==> src/rtl/keypad_encoder_gen.sv <==
// Debounced priority keypad encoder with load strobe and a pgt_1hz count clock.
// Optional auto-repeat of the load strobe while a key is held: define KEYPAD_AUTOREPEAT_EN.
module keypad_encoder_gen #(
    parameter int NUM_KEYS        = 10,
    parameter int CODE_W          = 4,
    parameter int DEBOUNCE_CYCLES = 8,
    parameter int CLK_DIV         = 100,
    parameter int LOAD_DELAY      = 7,
    parameter int REPEAT_CYCLES   = 50
) (
    input  logic                clk,
    input  logic                clearn,
    input  logic [NUM_KEYS-1:0] keypad,
    input  logic                enablen,
    output logic [CODE_W-1:0]   code,
    output logic                loadn,
    output logic                valid,
    output logic                pgt_1hz
);

`ifdef KEYPAD_AUTOREPEAT_EN
    localparam bit AUTO_REPEAT = 1'b1;
`else
    localparam bit AUTO_REPEAT = 1'b0;
`endif

    localparam int CNT_W = $clog2(DEBOUNCE_CYCLES + 1);
    localparam int DIV_W = $clog2(CLK_DIV);
    localparam int DLY_W = $clog2(LOAD_DELAY + 1);
    localparam int REP_W = $clog2(REPEAT_CYCLES + 1);

    localparam logic [CNT_W-1:0] DEB_LAST = CNT_W'(DEBOUNCE_CYCLES);
    localparam logic [DIV_W-1:0] DIV_LAST = DIV_W'(CLK_DIV - 1);
    localparam logic [DIV_W-1:0] DIV_HALF = DIV_W'(CLK_DIV / 2);
    localparam logic [DLY_W-1:0] DLY_INIT = DLY_W'(LOAD_DELAY);
    localparam logic [DLY_W-1:0] DLY_ONE  = DLY_W'(1);
    localparam logic [REP_W-1:0] REP_LAST = REP_W'(REPEAT_CYCLES);

    typedef enum logic [1:0] {
        ST_IDLE     = 2'd0,
        ST_DEBOUNCE = 2'd1,
        ST_PRESSED  = 2'd2,
        ST_RELEASE  = 2'd3
    } state_t;

    state_t             state_q, state_d;
    logic [CNT_W-1:0]   cnt_q, cnt_d, cnt_inc_s;
    logic [CODE_W-1:0]  cap_q, cap_d;
    logic [CODE_W-1:0]  code_q, code_d;
    logic               valid_q, valid_d;
    logic               loadn_q, loadn_d;
    logic [DIV_W-1:0]   div_q, div_d;
    logic [DLY_W-1:0]   dly_q, dly_d;
    logic               pgt_q, pgt_d;
    logic [REP_W-1:0]   rep_q, rep_d, rep_inc_s;
    logic [CODE_W-1:0]  raw_s;
    logic               raw_vld_s;

    // Highest-index pressed key wins; raw_vld_s low means no key.
    always_comb begin
        raw_s     = '0;
        raw_vld_s = 1'b0;
        for (int i = 0; i < NUM_KEYS; i++) begin
            raw_s     = keypad[i] ? CODE_W'(i) : raw_s;
            raw_vld_s = raw_vld_s | keypad[i];
        end
    end

    assign cnt_inc_s = cnt_q + CNT_W'(1);
    assign rep_inc_s = rep_q + REP_W'(1);

    // Debounce FSM next-state, key capture and load strobe generation.
    always_comb begin
        state_d = state_q;
        cnt_d   = cnt_q;
        cap_d   = cap_q;
        code_d  = code_q;
        valid_d = valid_q;
        loadn_d = 1'b1;
        rep_d   = rep_q;
        if (enablen) begin
            state_d = ST_IDLE;
            cnt_d   = '0;
            valid_d = 1'b0;
            rep_d   = '0;
        end else begin
            case (state_q)
                ST_IDLE: begin
                    if (raw_vld_s) begin
                        state_d = ST_DEBOUNCE;
                        cap_d   = raw_s;
                        cnt_d   = CNT_W'(1);
                    end else begin
                        cnt_d   = '0;
                    end
                end
                ST_DEBOUNCE: begin
                    if (raw_vld_s && (raw_s == cap_q)) begin
                        if (cnt_inc_s == DEB_LAST) begin
                            state_d = ST_PRESSED;
                            code_d  = cap_q;
                            valid_d = 1'b1;
                            loadn_d = 1'b0;
                            cnt_d   = '0;
                            rep_d   = '0;
                        end else begin
                            cnt_d   = cnt_inc_s;
                        end
                    end else begin
                        state_d = ST_IDLE;
                        cnt_d   = '0;
                    end
                end
                ST_PRESSED: begin
                    if (raw_vld_s && (raw_s == code_q)) begin
                        if (AUTO_REPEAT && (rep_inc_s == REP_LAST)) begin
                            rep_d   = '0;
                            loadn_d = 1'b0;
                        end else begin
                            rep_d   = rep_inc_s;
                        end
                    end else begin
                        state_d = ST_RELEASE;
                        cnt_d   = '0;
                    end
                end
                ST_RELEASE: begin
                    if (!raw_vld_s) begin
                        if (cnt_inc_s == DEB_LAST) begin
                            state_d = ST_IDLE;
                            valid_d = 1'b0;
                            cnt_d   = '0;
                        end else begin
                            cnt_d   = cnt_inc_s;
                        end
                    end else begin
                        cnt_d   = '0;
                    end
                end
                default: begin
                    state_d = ST_IDLE;
                    cnt_d   = '0;
                    valid_d = 1'b0;
                end
            endcase
        end
    end

    // Free-running divider plus the pgt_1hz source select and load-delay countdown.
    always_comb begin
        div_d = (div_q == DIV_LAST) ? '0 : div_q + DIV_W'(1);
        dly_d = dly_q;
        pgt_d = 1'b0;
        if (enablen) begin
            dly_d = '0;
            pgt_d = (div_q >= DIV_HALF);
        end else if (!loadn_d) begin
            // A fresh strobe restarts the delay and drops any pending pulse.
            dly_d = DLY_INIT;
            pgt_d = 1'b0;
        end else if (dly_q != '0) begin
            dly_d = dly_q - DLY_W'(1);
            pgt_d = (dly_q == DLY_ONE);
        end else begin
            dly_d = '0;
            pgt_d = 1'b0;
        end
    end

    // State and output registers.
    always_ff @(posedge clk or negedge clearn) begin
        if (!clearn) begin
            state_q <= ST_IDLE;
            cnt_q   <= '0;
            cap_q   <= '0;
            code_q  <= '0;
            valid_q <= 1'b0;
            loadn_q <= 1'b1;
            div_q   <= '0;
            dly_q   <= '0;
            pgt_q   <= 1'b0;
            rep_q   <= '0;
        end else begin
            state_q <= state_d;
            cnt_q   <= cnt_d;
            cap_q   <= cap_d;
            code_q  <= code_d;
            valid_q <= valid_d;
            loadn_q <= loadn_d;
            div_q   <= div_d;
            dly_q   <= dly_d;
            pgt_q   <= pgt_d;
            rep_q   <= rep_d;
        end
    end

    assign code    = code_q;
    assign loadn   = loadn_q;
    assign valid   = valid_q;
    assign pgt_1hz = pgt_q;

endmodule

==> config.mk <==
export PLATFORM = sky130hd
export DESIGN_NAME = keypad_encoder_gen
export DESIGN_NICKNAME = d
export VERILOG_FILES = /design/src/rtl/keypad_encoder_gen.sv
export SDC_FILE = /design/constraint.sdc
export NUM_CORES = 1
export LEC_CHECK = 0
export BUFFER_PORTS_ARGS = -buffer_cell sky130_fd_sc_hd__buf_4
export CAP_MARGIN = 10
export CORE_AREA = 10 10 86 69
export CTS_CLUSTER_SIZE = 30
export DETAILED_ROUTE_END_ITERATION = 16
export DIE_AREA = 0 0 96 79
export PLACE_DENSITY_LB_ADDON = 0.12
export SLEW_MARGIN = 10
export SYNTH_ARGS = -nofsm -noshare
export SYNTH_HDL_FRONTEND = slang
export SYNTH_SLANG_ARGS = --single-unit
==> constraint.sdc <==
create_clock -name clk -period 3.55 [get_ports clk]
set_clock_uncertainty 0.2 [all_clocks]
set_input_delay 0.5325 -clock clk [delete_from_list [all_inputs] [get_ports clk]]
set_output_delay 0.5325 -clock clk [all_outputs]
set_load 0.05 [all_outputs]
# After elaboration in Yosys (flattened, before gate mapping)
# Cells that the tools add are included.
[totals]
word_cells = 88
reg_bits = 27
output_inout_bits = 7
inputBits = 13
[op_classes]
n_eq_ne = 15
mux = 41
addsub = 3
bitwise_logic = 10
n_reduce_logical = 9
n_lt_le_gt_ge = 1
[ops]
columns = ["operator", "n"]
rows = [
  ["$mux W4", 7],
  ["$mux W3", 7],
  ["$mux W2", 9],
  ["$ne A3 B3 Y1 const B", 6],
  ["$pmux W4 S4", 1],
  ["$mux W1", 14],
  ["$reduce_and A5 Y1", 2],
  ["$or A1 B1 Y1", 9],
  ["$eq A4 B4 Y1", 2],
  ["$pmux W2 S4", 1],
  ["$add A7 B1 Y7 const B", 1],
  ["$eq A7 B7 Y1 const B", 1],
  ["$ge A7 B6 Y1 const B", 1],
  ["$mux W7", 1],
  ["$reduce_bool A3 Y1", 2],
  ["$add A4 B1 Y4 const B", 1],
  ["$eq A2 B2 Y1 const B", 2],
  ["$eq A4 B4 Y1 const B", 1],
  ["$ne A4 B4 Y1 const B", 1],
  ["$reduce_and A4 Y1", 1],
  ["$eq A3 B1 Y1 const B", 1],
  ["$reduce_and A3 Y1", 1],
  ["$sub A3 B1 Y3 const B", 1],
  ["$eq A2 B1 Y1 const B", 1],
  ["other kinds (4)", 5],
]

# Logic depth before layout (Yosys ltp)
# Gate-level depths: netlist (run 1).
[logic_depth]
depth_word = 16
depth_mapped = 9
mapped_depth_nobuf = 6

# Worst setup path after synthesis (run 1)
# Ideal clock, no wire load.
[synth_timing]
path_type = "input-to-reg"
from = "in keypad[8]"
to = "reg code_q[1], in the netlist code[1]"
required_time_ns = 3.225
path_stages = 9
setup_slack_ns = 0.958
arrival_time_ns = 2.267
setup_ns = 0.125
n_path_buf = 3
cell_sequence = "buf_6 or2_0 buf_4 or4_1 nand3_1 and4_1 buf_4 nand3_4 mux2_4"
[synth_via]
elab_chain_len = 5
elab_cells_between_ends = 7
cone_classes = "1 x eq/ne; 2 x mux; 2 x bitwise; 2 x reduce/logical"
[synth_rtl]
columns = ["item", "line_no", "rtl"]
rows = [
  ["start: declaration", "13", "input logic [NUM_KEYS-1:0] keypad,"],
  ["$mux W4 (2 in a row)", "64", "raw_s = keypad[i] ? CODE_W'(i) : raw_s;"],
  ["$eq A4 B4 Y1", "98", "if (raw_vld_s && (raw_s == cap_q)) begin"],
  ["$logic_and A1 B1 Y1 (*)", "98", ""],
  ["$reduce_and A4 Y1 (no source line) (*)", "n/a", ""],
  ["end signal: assignment", "187", "code_q <= code_d;"],
  ["end: declaration", "49", "logic [CODE_W-1:0] code_q, code_d;"],
]
# Every way passes the cells marked *; elsewhere a longest branch is shown, timed or not.
# A chain may end at the register's enable or synchronous reset.

# Worst setup path in the final report (run 1)
[layout_timing]
from = "in keypad[9]"
to = "reg code_q[1], in the netlist code[1]"
[layout_via]
elab_chain_len = 4
elab_cells_between_ends = 5
cone_classes = "1 x eq/ne; 1 x mux; 1 x bitwise; 2 x reduce/logical"
[layout_rtl]
columns = ["item", "line_no"]
rows = [
  ["$mux W4", "64"],
  ["$eq A4 B4 Y1", "98"],
  ["$logic_and A1 B1 Y1 (*)", "98"],
  ["$reduce_and A4 Y1 (no source line) (*)", "n/a"],
]
# Marked as above.

==> impl_metrics.py, run 1 <==
metrics = {
    "critical_path": {
        "crit_fanout": 11,
        "cp.required_ps": 3520,
        "r2r_cells": 6,
        "reg2reg_from": "cap_q[2]",
        "cpLargestDelayFamily": "simple AND/OR/NAND/NOR gates",
        "worst_ep_arrival_time_ps": 2620,
        "r2r_slack_ps": 1180,
        "endpoint_kind": "register",
        "startpoint": "keypad[9]",
        "critical_path.startpoint_type": "primary input",
        "max_stage_delay_ps": 530,
        "path_buf_inv": 1,
        "crit_chain": "buf_4 -> or2_0 -> or4_1 -> nand3_1 -> and4_1 -> nand3_4 -> mux2_4",
        "path_depth": 7,
        "r2r-end": "code[1]",
        "cp_slowest_cell": "or4_1",
        "crit_type": "in -> reg",
        "endpoint": "code[1]",
    },
    "synthesis": {
        "avgSynthCellArea_um2": 9.64,
        "synth_edf_count": 0,
        "synthTopCellsByCount": "26 x dfrtp_1, 18 x nor2_1, 14 x inv_1",
        "yosysWarnings": 0,
        "synth_top_cell_area_share_pct": 40.2,
        "synth.cell_area_um2": 1620,
        "yosysMostFrequentCell": "dfrtp_1",
        "syn_nets": 186,
        "synth_area_leaders": "dfrtp_1 40%, nor2_1 4.2%, ha_1 3.9%",
        "synth_largest_area_cell": "dfrtp_1",
        "synth-seq-area-share_pct": 41.8,
        "yosys_most_used_dff": "dfrtp_1",
        "synthCells": 168,
        "synth.distinct_cells": 51,
        "synthArstFlopShare_pct": 100,
        "synth-seq-cells": 27,
    },
    "floorplan": {
        "dieArea_um2": 7580,
        "start_util_pct": 37.6,
        "core-area_um2": 4310,
        "dieWidth_um": 96,
        "rows": 21,
        "ioPinCount": 20,
        "die_y_um": 79,
    },
    "grt": {
        "grt_pass1_vias": 1225,
        "grt_max_degree": 28,
        "grt_overflow_total": 0,
        "track_usage_pct": 9.45,
        "grt_pass1_wl_mm": 5.82,
        "antenna_found_initial": 0,
    },
    "sta": {
        "fin_crit_sh_pct": 74.8,
        "hold_ws_ps": 291,
        "rsz0062_at_grt": "false",
        "slew-limit-headroom_pct": 69.3,
        "worst_slew_pin_slew_ps": 456,
        "finalSetupViolCount": 0,
        "setup_ws_ps": 894,
        "max_freq_ghz": 0.377,
        "slew_violations": 0,
        "timing.final.crit_period_ps": 2660,
        "fin_setup_tns_ps": 0,
        "finalHoldViolations": 0,
    },
    "cts": {
        "insertion_delay_ps": 270,
        "clk_pin_slew_ps": 100,
        "postCtsResizedCells": 0,
        "root_buffer": "clkbuf_8",
        "holdBufCountCts": 1,
        "ctsHtreeMaxLevel": 1,
        "cts_tree": "yes",
        "numCtsBuffers": 3,
        "clkSinkCount": 27,
        "clockBufferDepth": 2,
        "cts_setup_buffers": 0,
    },
    "detailed_routing": {
        "drcViolationCount": 0,
        "drtIter0Drc": 95,
        "first_pass_iters": 4,
        "vias": 1303,
        "viasPerCell": 5.34,
        "ant_nets": 0,
        "wl_per_cell_um": 14.4,
        "wl_mm": 3.52,
    },
    "layout": {
        "fin_cells": 244,
        "multi_input_area_um2": 852,
        "final_nets": 206,
        "drive_gt1_share_pct": 21.4,
        "area_growth_pct": 15.0,
        "fillCellCount": 432,
        "seqCellArea_um2": 677,
        "antenna_cells": 0,
        "fin_area_um2": 1860,
    },
    "min_path": {
        "hold_class": "reg -> reg",
    },
    "pwr": {
        "p_per_area_nw_per_um2": 311,
        "p_leak_nw": 0.832,
        "peakVddDrop_v": 0.000206,
    },
    "placement": {
        "place_ws_ps": 598,
        "io_buffers": 19,
        "place_congestion": 0.839,
        "post_dp_cell_area_um2": 1800,
        "dp_hpwl_mm": 2.76,
        "dp_cells": 239,
    },
    "job": {
        "max_cap_violations": 0,
    },
    "status": {
        "status": "finished, final reports clean",
    },
}
-- registers in the layout, indices dropped and copies added (netlist names) --
register,cells
dly_q,3
pgt_1hz,1
cap_q,4
valid,1
state_q,2
div_q,7
loadn,1
code,4
cnt_q,4
-- cells by family (layout without fill, tap and decap cells) --
logic type,after synthesis,after routing,share of synthesized area (%)
flip-flops,27,27,41.8
buffers and inverters,20,39,5.56
adder cells (fa/ha/maj),5,5,3.86
XOR/XNOR,6,6,3.25
AO/OA/AOI/OAI,38,38,16.4
AND/OR/NAND/NOR,63,63,22.2
multiplexers,9,9,6.96
-- worst min-delay path by stage --
stage,from,to,slack (ps),cells past startpoint
finish,dly_q[0],dly_q[0],290,1
detailed placement,clearn,div_q[3],270,1
global route,enablen,state_q[0],310,2
global placement,clearn,div_q[2],270,1
CTS,dly_q[0],dly_q[0],290,1
floorplan,clearn,cap_q[0],40,0
-- area by class of cell --
class,count,area share [%]
Inverter,14,2.82
Clock inverter,1,0.403
Multi-Input combinational cell,121,45.8
Tap cell,57,3.83
Clock buffer,3,2.22
Timing Repair Buffer,21,8.60
Sequential cell,27,36.4
-- layout by cell type, fill, tap and decap left out, types with 3 or more instances in the layout --
master,synthesis,layout
nor3b_1,3,3
inv_1,14,14
nand2_1,5,5
clkbuf_8,0,3
and3_1,3,3
nor2_1,18,18
mux2i_1,3,3
xnor2_1,3,3
xor2_1,3,3
o2bb2ai_1,3,3
mux2_4,4,4
nor3_1,4,4
dfrtp_1,26,26
a21oi_1,8,8
o21ai_0,10,10
buf_4,2,20
ha_1,5,5
or4_1,5,5
nand3_1,6,6
-- metal layers --
metal	global-route usage, %	part of all wire (%)
met1	12.9	51
met2	14.4	45
met3	2.73	3.0
met4	1.91	0.48
met5	0	0
-- per-stage QoR --
step,util [%],power [W]
floorplan,-,0.000378
global placement,41.8,0.000407
detailed placement,41.8,0.000408
CTS,43.2,0.000586
global route,43.2,0.000611
finish,43.2,0.000579
-- report_power, final --
part | internal (W) | switching, W | leakage (nW) | total, W
logic | 0.0000338 | 0.0000411 | 0.463 | 0.0000750
clock network | 0.0000796 | 0.0000964 | 0.0217 | 0.000176
registers | 0.000316 | 0.0000119 | 0.348 | 0.000328
total | 0.000429 | 0.000149 | 0.832 | 0.000579
Power figures use the tool's default switching activity.
==> run 2: changes to the inputs <==
==> constraint.sdc (replaced) <==
create_clock -name clk -period 2.7 [get_ports clk]
set_clock_uncertainty 0.2 [all_clocks]
set_input_delay 0.405 -clock clk [delete_from_list [all_inputs] [get_ports clk]]
set_output_delay 0.405 -clock clk [all_outputs]
set_load 0.05 [all_outputs]
==> run 2 against run 1 <==
Flip-flop and latch count unchanged. Total power up 32%. Final area up 2.2%. Clock power up 28%. Sequential power up 31%. Worst hold slack worse by 110 ps. Largest cell class unchanged. Highest routed layer unchanged.
==> impl_metrics.py, run 2 (synthesis results as in run 1) <==
metrics = {
    "detailed_routing": {
        "vias": 1343,
        "wl_met2_mm": 1.78,
        "wl_per_cell_um": 15.1,
        "wl_mm": 3.78,
        "ant_nets": 0,
        "viasPerCell": 5.37,
        "top_layer_used": "met4",
        "first_pass_iters": 4,
        "drcViolationCount": 0,
        "drtIter0Drc": 67,
        "wl_met3_um": 181,
        "drt-met1-wl_mm": 1.80,
    },
    "sta": {
        "hold_ws_ps": 182,
        "fin_setup_tns_ps": 0,
        "finalHoldViolations": 0,
        "rsz0062_at_grt": "false",
        "slew_violations": 0,
        "fin_crit_sh_pct": 86.9,
        "max_freq_ghz": 0.426,
        "timing.final.crit_period_ps": 2350,
        "slew-limit-headroom_pct": 67.4,
        "finalSetupViolCount": 0,
        "worst_slew_pin_slew_ps": 484,
    },
    "critical_path": {
        "max_stage_delay_ps": 590,
        "crit_fanout": 5,
        "critical_path.startpoint_type": "primary input",
        "worst_ep_arrival_time_ps": 2360,
        "cpLargestDelayFamily": "simple AND/OR/NAND/NOR gates",
        "crit_chain": "buf_4 -> or4_1 -> o21ai_0 -> mux2i_1 -> or4b_1 -> nor2_2 -> a21bo_2",
        "r2r_cells": 6,
        "cp_slowest_cell": "or4_1",
        "startpoint": "keypad[4]",
        "endpoint_kind": "register",
        "path_buf_inv": 1,
        "reg2reg_from": "cap_q[1]",
        "cp.required_ps": 2710,
        "path_depth": 7,
        "crit_type": "in -> reg",
    },
    "placement": {
        "place_congestion": 0.913,
        "dp_hpwl_mm": 2.97,
        "io_buffers": 19,
    },
    "pwr": {
        "peakVddDrop_v": 0.000210,
        "intPower_w": 0.000570,
        "p_per_area_nw_per_um2": 401,
        "clockPowerShare_pct": 29.5,
        "pwr-share-seq_pct": 56.5,
        "swShare_pct": 25.3,
        "total_switching_power_w": 0.000193,
        "p_leak_nw": 0.863,
        "power_w": 0.000763,
        "power_frac_comb_pct": 14.0,
    },
    "cts": {
        "root_buffer": "clkbuf_8",
        "cts_setup_buffers": 0,
        "clk_pin_slew_ps": 90,
        "insertion_delay_ps": 270,
        "cts_tree": "yes",
        "clkSinkCount": 27,
        "clockBufferDepth": 2,
        "ctsHtreeMaxLevel": 1,
        "numCtsBuffers": 3,
    },
    "grt": {
        "grt_overflow_total": 0,
        "grt_max_degree": 28,
        "track_usage_pct": 10.5,
        "antenna_found_initial": 0,
        "grt_pass1_vias": 1356,
        "grt_pass1_wl_mm": 6.58,
    },
    "layout": {
        "final_cell_mix": "26 x dfrtp_1, 26 x buf_4, 18 x nor2_1, 14 x inv_1, 10 x o21ai_0",
        "antenna_cells": 0,
        "area_growth_pct": 17.5,
        "drive_gt1_share_pct": 23.3,
        "final_nets": 212,
        "fillCellCount": 434,
        "regMostFlops": "div_q",
        "largest_register_ffs": 7,
    },
    "min_path": {
        "min-delay-start": "enablen",
        "hold_class": "in -> reg",
        "min_path_cells": 2,
    },
    "floorplan": {
        "rows": 21,
        "die_y_um": 79,
        "dieArea_um2": 7580,
        "dieWidth_um": 96,
        "ioPinCount": 20,
        "core-area_um2": 4310,
        "start_util_pct": 37.6,
    },
    "status": {
        "status": "finished, final reports clean",
    },
    "job": {
        "max_cap_violations": 0,
    },
}
run 2: power by group through the flow:
| stage | sequential (W) | clock [W] | combinational [W] |
|---|---|---|---|
| after floorplan | 0.000434 | 0 | 0.0000630 |
| after global placement | 0.000438 | 0 | 0.000103 |
| after detailed placement | 0.000439 | 0 | 0.000105 |
| after CTS | 0.000432 | 0.000233 | 0.000107 |
| after global routing | 0.000434 | 0.000256 | 0.000121 |
| final | 0.000431 | 0.000225 | 0.000107 |
run 2: cell type report:
class | instances | area [µm²] | area share (%)
clock buffer | 4 | 45.0 | 2.37
multi-input combinational | 121 | 852 | 44.8
tap | 57 | 71.3 | 3.75
inverter | 14 | 52.6 | 2.76
timing repair buffer | 27 | 205 | 10.8
sequential | 27 | 677 | 35.6
run 2: final timing paths:
path / end / slack [ps]
max: cnt_q[2] / 350
min reg2reg: div_q[0] / 290
min: state_q[0] / 180
min in group asynchronous: div_q[1] / 380
max reg2reg: code[3] / 370
max in group asynchronous: loadn / 1610
run 2: per-stage QoR:
stage	instances	area, µm²	setup slack (ps)	utilization (%)
global placement	245	1850	46.9	42.9
detailed placement	245	1850	74.0	42.9
CTS	250	1900	358	44.2
finish	250	1900	355	44.2
global route	250	1900	265	44.2
floorplan	168	1620	236	-
run 2: worst reg2reg max path: cells and delay by family (launching register included):
kind,cells,cell delay (ps)
compound gates,3,710
mux,1,340
simple gates,2,540
flops,1,450
run 2: layer usage:
layer	vias up	global-route usage (%)
li1	657	-
met1	659	14.1
met2	25	16.9
met3	2	2.82
met4	0	1.32
met5	-	0
run 2: repair_timing:
item,CTS,global route
gates resized for setup,0,0
hold endpoints to repair,26,0
hold buffers,1,0
==> run 3: changes to the inputs <==
--- a/config.mk
+++ b/config.mk
@@ -16,3 +16,4 @@
 export SYNTH_ARGS = -nofsm -noshare
 export SYNTH_HDL_FRONTEND = slang
 export SYNTH_SLANG_ARGS = --single-unit
+export TNS_END_PERCENT = 50
==> constraint.sdc (replaced) <==
create_clock -name clk -period 2 [get_ports clk]
set_clock_uncertainty 0.2 [all_clocks]
set_input_delay 0.3 -clock clk [delete_from_list [all_inputs] [get_ports clk]]
set_output_delay 0.3 -clock clk [all_outputs]
set_load 0.05 [all_outputs]
==> run 3 against run 2 <==
The run now ends with negative setup slack left. Clock power increased by 39%. Sequential share of layout area decreased by 4.7 points. Worst hold slack got worse by 8.0 ps. Final area increased by 15%. Critical path type unchanged. Highest routed layer unchanged.
==> impl_metrics.py, run 3 (synthesis results as in run 1) <==
metrics = {
    "cts": {
        "insertion_delay_ps": 270,
        "root_buffer": "clkbuf_8",
        "numCtsBuffers": 3,
        "ctsHtreeMaxLevel": 1,
        "clkSinkCount": 27,
        "clk_pin_slew_ps": 90,
        "clockBufferDepth": 2,
        "cts_tree": "yes",
    },
    "floorplan": {
        "dieWidth_um": 96,
        "die_y_um": 79,
        "start_util_pct": 37.6,
        "ioPinCount": 20,
        "rows": 21,
        "dieArea_um2": 7580,
        "core-area_um2": 4310,
    },
    "critical_path": {
        "cp.required_ps": 1960,
        "crit_fanout": 6,
        "worst_ep_arrival_time_ps": 2020,
        "crit_type": "in -> reg",
        "endpoint_kind": "register",
        "critical_path.startpoint_type": "primary input",
        "max_stage_delay_ps": 510,
        "crit_chain": "buf_4 -> or2_0 -> or4_4 -> nand3_2 -> and4_4 -> nand3_4 -> mux2_4",
        "cp_slowest_cell": "or4_4",
    },
    "placement": {
        "io_buffers": 19,
        "dp_hpwl_mm": 3.20,
        "dp_cells": 269,
        "place_congestion": 0.871,
        "post_dp_cell_area_um2": 2030,
    },
    "grt": {
        "grt_max_degree": 28,
        "grt_pass1_wl_mm": 6.93,
        "track_usage_pct": 11.2,
        "grt_overflow_total": 0,
        "antenna_found_initial": 0,
        "grt_pass1_vias": 1421,
    },
    "pwr": {
        "p_per_area_nw_per_um2": 505,
        "peakVddDrop_v": 0.000333,
        "power_w": 0.00111,
        "p_leak_nw": 1.04,
    },
    "layout": {
        "fin_area_um2": 2190,
        "layout_commonest_cell": "buf_4",
        "regMostFlops": "div_q",
        "largest_register_ffs": 7,
        "area_growth_pct": 35.4,
        "antenna_cells": 0,
        "drive_gt1_share_pct": 38.9,
        "final_util_pct": 50.9,
        "final_nets": 240,
        "final_cell_mix": "50 x buf_4, 26 x dfrtp_1, 17 x nor2_1, 13 x inv_1, 8 x a21oi_1",
        "fin_cells": 278,
        "fillCellCount": 409,
    },
    "sta": {
        "rsz0062_at_grt": "true",
        "slew-limit-headroom_pct": 75.4,
        "hold_ws_ps": 174,
        "setup_ws_ps": -58.7,
        "timing.final.crit_period_ps": 2060,
        "finalSetupViolCount": 9,
        "slew_violations": 0,
        "worst_slew_pin_slew_ps": 363,
        "finalHoldViolations": 0,
        "fin_crit_sh_pct": 103,
        "max_freq_ghz": 0.486,
    },
    "detailed_routing": {
        "drtIter0Drc": 70,
        "wl_per_cell_um": 15.3,
        "viasPerCell": 5.18,
        "wl_mm": 4.26,
        "vias": 1440,
        "first_pass_iters": 4,
        "drcViolationCount": 0,
        "ant_nets": 0,
    },
    "job": {
        "max_cap_violations": 0,
    },
    "status": {
        "status": "finished, violations left",
        "failed_checks": "negative setup slack",
    },
    "min_path": {
        "hold_class": "in -> reg",
    },
}
-- run 3: what timing repair did --
action	in CTS	in global routing
gates resized for setup	10	12
setup endpoints to repair	13	18
hold endpoints to repair	26	0
hold buffers	1	0
pin swaps	4	3
buffers inserted	3	1
-- run 3: worst paths after layout --
kind | cells past startpoint | start | slack (ps) | end
worst max-delay path | 7 | keypad[9] | -60 | code[0]
worst min-delay path | 3 | enablen | 170 | state_q[1]
worst max register to register | 6 | cap_q[1] | -50 | code[0]
worst min register to register | 1 | div_q[0] | 300 | div_q[0]
max in group asynchronous | 2 | clearn | 1040 | loadn
min in group asynchronous | 2 | clearn | 270 | dly_q[1]
-- run 3: cell type report --
class / count / area, µm² / share of cell area [%]
multi-input combinational: 121 / 912 / 41.6
sequential: 27 / 677 / 30.9
timing repair buffer: 55 / 430 / 19.6
tap: 57 / 71.3 / 3.25
inverter: 14 / 52.6 / 2.40
clock buffer: 3 / 41.3 / 1.88
clock inverter: 1 / 7.51 / 0.342
-- run 3: power breakdown --
part           switching, W  internal (W)  total, W
combinational      0.000105      0.000111  0.000217
clock              0.000171      0.000141  0.000313
sequential        0.0000166      0.000561  0.000577
total              0.000293      0.000813   0.00111
-- run 3: worst max-delay path: cells and delay by family --
family,cells,cell delay (ps)
multiplexers,1,330
AND/OR/NAND/NOR,5,1280
buffers and inverters,1,110
-- run 3: metal layers --
layer	share of wire, %	routed length, µm	track usage (%)
met4	0.54	23	1.32
met1	47	1990	16.1
met5	0	0	0
met2	47	2020	16.8
met3	5.4	229	2.91
-- run 3: per-stage QoR --
step	worst slack, ps	TNS, ps
after floorplan	-328	-3140
after global placement	-411	-5690
after detailed placement	-420	-5910
after CTS	-30.8	-147
after global routing	-152	-1110
final	-58.7	-356
